### src/rtl/score_keeper.sv
// Frame-driven four-digit BCD score counter with a milestone pulse every hundred points.
// Optional high-score tracking is built only when SCORE_KEEPER_HISCORE_EN is defined.
module score_keeper #(
  parameter int unsigned TICKS_PER_POINT = 6
) (
  input  logic        clk,
  input  logic        sys_rst,
  input  logic        frame_tick,
  input  logic        halt,
  input  logic        game_over,
  input  logic        game_rst,
  input  logic [1:0]  digit_sel,
  input  logic        hi_sel,
  output logic [3:0]  digit_out,
  output logic [15:0] score,
  output logic [15:0] hi_score,
  output logic        milestone,
  output logic        new_record
);

  localparam logic [5:0]  LAST_TICK = 6'(TICKS_PER_POINT - 1);
  localparam logic [15:0] SCORE_MAX = 16'h9999;

  // Decimal increment across four packed BCD digits with ripple carry.
  function automatic logic [15:0] bcd_inc(input logic [15:0] value);
    logic [15:0] result;
    logic        carry;
    result = value;
    carry  = 1'b1;
    for (int i = 0; i < 4; i++) begin
      if (carry) begin
        if (value[4*i +: 4] >= 4'd9) begin
          result[4*i +: 4] = 4'd0;
          carry            = 1'b1;
        end else begin
          result[4*i +: 4] = value[4*i +: 4] + 4'd1;
          carry            = 1'b0;
        end
      end else begin
        result[4*i +: 4] = value[4*i +: 4];
      end
    end
    return result;
  endfunction

  function automatic logic [3:0] bcd_nibble(input logic [15:0] value, input logic [1:0] sel);
    logic [3:0] nib;
    case (sel)
      2'd0:    nib = value[3:0];
      2'd1:    nib = value[7:4];
      2'd2:    nib = value[11:8];
      2'd3:    nib = value[15:12];
      default: nib = 4'd0;
    endcase
    return nib;
  endfunction

  logic [5:0]  prescale_r;
  logic [5:0]  prescale_nxt_s;
  logic [15:0] score_r;
  logic [15:0] score_nxt_s;
  logic [15:0] score_inc_s;
  logic        milestone_r;
  logic        milestone_nxt_s;
  logic        running_s;
  logic        point_s;
  logic [15:0] digit_src_s;

  // Prescaler and score next-state; game_rst overrides any coincident tick.
  always_comb begin
    running_s       = !halt && !game_over && !game_rst;
    point_s         = running_s && frame_tick && (prescale_r == LAST_TICK);
    score_inc_s     = bcd_inc(score_r);
    prescale_nxt_s  = prescale_r;
    score_nxt_s     = score_r;
    milestone_nxt_s = 1'b0;
    if (game_rst) begin
      prescale_nxt_s = 6'd0;
      score_nxt_s    = 16'h0000;
    end else if (running_s && frame_tick) begin
      if (point_s) begin
        prescale_nxt_s = 6'd0;
        // Saturated score holds, and so no milestone can fire from 9999.
        if (score_r != SCORE_MAX) begin
          score_nxt_s     = score_inc_s;
          milestone_nxt_s = (score_inc_s[7:0] == 8'h00);
        end else begin
          score_nxt_s     = score_r;
        end
      end else begin
        prescale_nxt_s = prescale_r + 6'd1;
      end
    end else begin
      prescale_nxt_s = prescale_r;
    end
  end

  // Score, prescaler and milestone state.
  always_ff @(posedge clk or posedge sys_rst) begin
    if (sys_rst) begin
      prescale_r  <= 6'd0;
      score_r     <= 16'h0000;
      milestone_r <= 1'b0;
    end else begin
      prescale_r  <= prescale_nxt_s;
      score_r     <= score_nxt_s;
      milestone_r <= milestone_nxt_s;
    end
  end

  assign score     = score_r;
  assign milestone = milestone_r;

`ifdef SCORE_KEEPER_HISCORE_EN
  logic        game_over_q_r;
  logic [15:0] hi_score_r;
  logic [15:0] hi_score_nxt_s;
  logic        new_record_r;
  logic        new_record_nxt_s;
  logic        over_rise_s;

  // Packed BCD orders the same as binary, so a plain unsigned compare suffices.
  always_comb begin
    over_rise_s      = game_over && !game_over_q_r && !game_rst;
    hi_score_nxt_s   = hi_score_r;
    new_record_nxt_s = new_record_r;
    if (game_rst) begin
      new_record_nxt_s = 1'b0;
    end else if (over_rise_s && (score_r > hi_score_r)) begin
      hi_score_nxt_s   = score_r;
      new_record_nxt_s = 1'b1;
    end else begin
      hi_score_nxt_s   = hi_score_r;
      new_record_nxt_s = new_record_r;
    end
  end

  // High-score state and game_over edge history.
  always_ff @(posedge clk or posedge sys_rst) begin
    if (sys_rst) begin
      game_over_q_r <= 1'b0;
      hi_score_r    <= 16'h0000;
      new_record_r  <= 1'b0;
    end else begin
      game_over_q_r <= game_over;
      hi_score_r    <= hi_score_nxt_s;
      new_record_r  <= new_record_nxt_s;
    end
  end

  assign hi_score    = hi_score_r;
  assign new_record  = new_record_r;
  assign digit_src_s = hi_sel ? hi_score_r : score_r;
`else
  logic unused_hi_sel;

  assign unused_hi_sel = hi_sel;
  assign hi_score      = 16'h0000;
  assign new_record    = 1'b0;
  assign digit_src_s   = score_r;
`endif

  assign digit_out = bcd_nibble(digit_src_s, digit_sel);

endmodule

### config.mk
export PLATFORM = sky130hd
export DESIGN_NAME = score_keeper
export DESIGN_NICKNAME = d
export VERILOG_FILES = /design/src/rtl/score_keeper.sv
export SDC_FILE = /design/constraint.sdc
export NUM_CORES = 1
export LEC_CHECK = 0
export ABC_AREA = 1
export CAP_MARGIN = 20
export CORE_MARGIN = 3
export CORE_UTILIZATION = 50
export DETAILED_ROUTE_END_ITERATION = 7
export MAX_ROUTING_LAYER = met4
export PLACE_DENSITY = 0.81
export SYNTH_ARGS = -nofsm -noshare
export SYNTH_HDL_FRONTEND = slang
export SYNTH_SLANG_ARGS = --single-unit
### constraint.sdc
create_clock -name clk -period 1.8 [get_ports clk]
set_input_delay 0.45 -clock clk [delete_from_list [all_inputs] [get_ports clk]]
set_output_delay 0.45 -clock clk [all_outputs]
set_load 0.02 [all_outputs]
After elaboration in Yosys (flattened, before gate mapping):

Index checks and enable logic that the tools add are counted.

* memories: 0
* bits in writable memories: 0
* register bits after elaboration: 23
* output and inout port bits: 38
* bits of input ports: 9
* bits in latches: 0
* memory bits (read-only): 0

* divide/modulo/power cells: 0
* mux-type cells: 24
* order comparisons: 4
* reduce and logical (&&, ||, !) cells: 17
* eq/ne operators: 5
* $mul: 0
* bitwise operators: 0
* add/subtract/negate cells: 5
* shifts and indexed selects: 0

Operators with widths (number)
* two-way mux 16 bit: 4
* two-way mux 4 bit: 7
* two-way mux 6 bit: 3
* adder 4 x 1 -> 4 bit (second input constant): 4
* >= comparator 4 bit (second input constant): 4
* != test 16 bit (second input constant): 1
* case mux 4 bit (4 select lines): 1
* nonzero test 2 bit: 5
* two-way mux 1 bit: 9
* logical NOT 8 bit: 1
* AND reduction 4 bit: 2
* adder 6 x 1 -> 6 bit (second input constant): 1
* equality test 6 x 3 -> 1 bit (second input constant): 1
* equality test 2 bit (second input constant): 2
* logical AND 1 bit: 4
* logical NOT 1 bit: 3
* AND reduction 3 bit: 1
* equality test 2 x 1 -> 1 bit (second input constant): 1
* logical NOT 2 bit: 1

Depth between registers and ports, before layout:

* depth after elaboration: 9
* depth in mapped cells: 10
* mapped depth without buffers: 10

Worst setup path before layout:

No wires, ideal clock.

* path type: reg2out
* start: register score_r[14] (netlist: score[14])
* end: output port digit_out[2]
* stages on the path, launching flop included: 5
* path slack: -0.035 ns
* required time: 1.350 ns
* arrival time: 1.385 ns
* cell sequence: dfrtp_1 inv_1 o21ai_0 a21oi_1 a221oi_1

* cells in the longest elaborated chain, start to end: 1

Ends and longest elaborated chain
* from (decl): line 60 `logic [15:0] score_r;`
* from (signal assigned): line 106 `score_r <= score_nxt_s;`
* case mux 4 bit (4 select lines): line 48 `case (sel)`
* to (decl): line 14 `output logic [3:0] digit_out,`

No other way between the ends.

Worst setup path in the final report:

* start: register score_r[3] (netlist: score[3])
* end: output port score[3]

RTL lines
* to (decl): line 15 `output logic [15:0] score,`

No word-level cell between the ends.

==> results.txt <==
GRT Total Usage -> 22.8%
First-pass GRT wire length -> 7.68 mm
Pin count of the biggest net entering global routing -> 24
Drt via density -> 5.24
TritonCTS clock tree -> built
Count of non-filler cells in the finished layout -> 352
Final wirelength -> 4.63 mm
Clock skew -> 5.19 ps
Max_cap viols -> 0
Setup-failing EPs final -> 0
Fin util -> 68.8%
Clk sinks -> 23
Buf/Inv on CP -> 1
CP Cell Sequence -> clkdlybuf4s50_1
Distinct cells, synth -> 36
Cell family with most CP delay -> buffers and inverters
CP Depth -> 1
CTS Root Cell -> clkbuf_8
Die area -> 4580 sq um
Crit-path max cell delay -> 620 ps
Initial Util -> 54.5%
Worst-Skew Late Latency -> 270 ps
Reg2reg start -> score[1]
Number of enable flip-flop cells after synthesis -> 0
Status -> finished clean
Synth Flop Type -> dfrtp_1
Final Hold Vio Count -> 0
Ports -> 47
Reg-to-reg slack, setup -> 110 ps
Commonest non-fill, non-tap cell in the layout -> nand2_1
Area delta synth->final -> 26.4%
Hold Crit Class -> in -> async
Critical path fanouts, max -> 3
Ant diodes -> 0
Sequential area share after synthesis -> 30.2%
Worst VDD drop -> 0.296 mV
Vias in the first global route -> 1734
Synth Register Bits -> 23
Max Clk Rate -> 574 MHz
Main area contributors after synthesis -> dfrtp_1 30%, nand2_1 10%, ha_1 9.2%
R2R depth -> 10
Worst setup path start -> score[3]
Reg clk slew, reported paths -> 90 ps
Mapped Avg Cell Area -> 7.61 sq um
DIE HEIGHT -> 67.7 um
WP data arrival -> 1290 ps
P per Cell Area -> 487 nW/um^2
Crit path capture -> score[3]
Initial antenna violation count -> 0
# H-tree levels -> 1
Core Area -> 3490 sq um
Placed Cells -> 348
Hpwl dp -> 3.72 mm
GPL Wtd Cong -> 0.907
CTS Buffer Depth -> 2
Data required, critical path -> 1350 ps
Cell Rows -> 21
Commonest non-fill, non-tap cells in the layout -> 53 x nand2_1, 28 x buf_4, 23 x nand3_1
Share of cells above drive strength 1 -> 22.5%
Die Wd -> 67.7 um
Nets@finish -> 330
Remaining Overflow, GRT -> 0
Asr flop ratio synth -> 100%
Port Buffer Count -> 28
Mapped Area -> 1900 sq um
CP Capture Type -> output port
DRC viols -> 0
Cells after synthesis -> 250
Placed Area -> 2360 sq um
Final Cell Area -> 2400 sq um
Synthesis warning total -> 0
RSZ-0062 raised after global routing -> no
Cts hold-fix bufs -> 0
Tmin final -> 1740 ps
DR WL/cell -> 13.2 um
Final Power -> 1.17 mW
Final period utilization -> 96.7%
Share of the synthesized area in the top cell type -> 30.2%
Post-CTS Setup Bufs -> 0
Reg2reg end -> score[8]
Startpoint types -> flop
Num CTS Buffers -> 3
Crit Path Class -> reg -> out
Synth area leader -> dfrtp_1
Critical Path Slowest Stage Cell -> clkdlybuf4s50_1
Via Count -> 1843
Router iterations before antenna repair -> 4
DR iter-0 viols -> 147
Max-slew violations -> 0
Leakage Power -> 1.22 nW
Routed Antenna Nets -> 0
## cell families (layout without fill, tap and decap cells)
group	count (synthesis)	after routing	synth area share (%)
flip-flops	23	23	30.2
adder cells (fa/ha/maj)	14	14	9.20
other	1	17	0.197
AO/OA/AOI/OAI	32	32	11.6
AND/OR/NAND/NOR	129	129	33.7
XOR/XNOR	4	4	1.84
buffers and inverters	47	87	13.2
## how the worst min path moves through the flow
stage	from	endpoint	slack, ps	depth (start not counted)
detailed placement	score[11]	score[11]	550	2
global route	score[11]	score[11]	580	2
CTS	sys_rst	score[10]	560	3
floorplan	sys_rst	milestone	450	1
finish	sys_rst	score[11]	540	3
global placement	prescale_r[0]	prescale_r[0]	530	1
## cells in the mapped netlist (3+ instances only)
library cell,count
a21oi_1,7
buf_4,18
dfrtp_1,23
ha_1,14
inv_1,24
inv_2,4
nand2_1,53
nand2_2,3
nand2_4,3
nand3_1,23
nand3_2,3
nand4_1,6
nor2_1,24
nor3_1,6
o2111ai_1,3
o21ai_0,4
o21ai_1,5
o21ai_2,3
o22ai_1,5
xor2_1,3
## layer usage
layer  global-route usage (%)  vias to the layer above  share of wire, %
met5                        -                        -                 0
met4                     9.87                        0               2.7
met3                     3.16                       14               8.4
met2                     36.8                       87                47
met1                     28.3                      838                42
li1                         -                      904                 -
## worst register-to-register path: cells and delay by family, from the launching register on
| kind | cells | cell delay [ps] |
|---|---|---|
| simple gates | 7 | 760 |
| buf+inv | 1 | 120 |
| compound gates | 1 | 60 |
| flops | 1 | 440 |
| fa+ha+maj | 1 | 240 |
## sequential cells by signal (all words and copies together) (netlist names)
| name | cells |
|---|---|
| prescale_r | 6 |
| score | 16 |
| milestone | 1 |
## power breakdown
part / internal [mW] / total (mW) / switching, mW
registers: 0.530 / 0.547 / 0.0163
clock network: 0.158 / 0.330 / 0.172
logic: 0.111 / 0.295 / 0.184
total: 0.800 / 1.17 / 0.373
## stage by stage
stage / setup WS, ps / hold WS (ps) / setup TNS, ps
2_1_floorplan: 158 / 452 / 0
3_3_place_gp: -764 / 533 / -5300
3_5_place_dp: -805 / 551 / -5620
4_1_cts: 0.0315 / 556 / 0
5_1_grt: 3.86 / 581 / 0
6_report: 59.2 / 544 / 0
## cell type report
| type | count | area, sq um |
|---|---|---|
| Multi-Input combinational cell | 196 | 1170 |
| Fill cell | 297 | 1090 |
| Sequential cell | 23 | 578 |
| Timing Repair Buffer | 55 | 450 |
| Inverter | 28 | 105 |
| Tap cell | 46 | 57.6 |
| Clock buffer | 4 | 45.0 |
## what timing repair did
action,4_1_cts,5_1_grt
resized for setup,40,14
setup endpoints to repair,16,12
pin swaps,0,1
(Power assumes the default switching activity.)
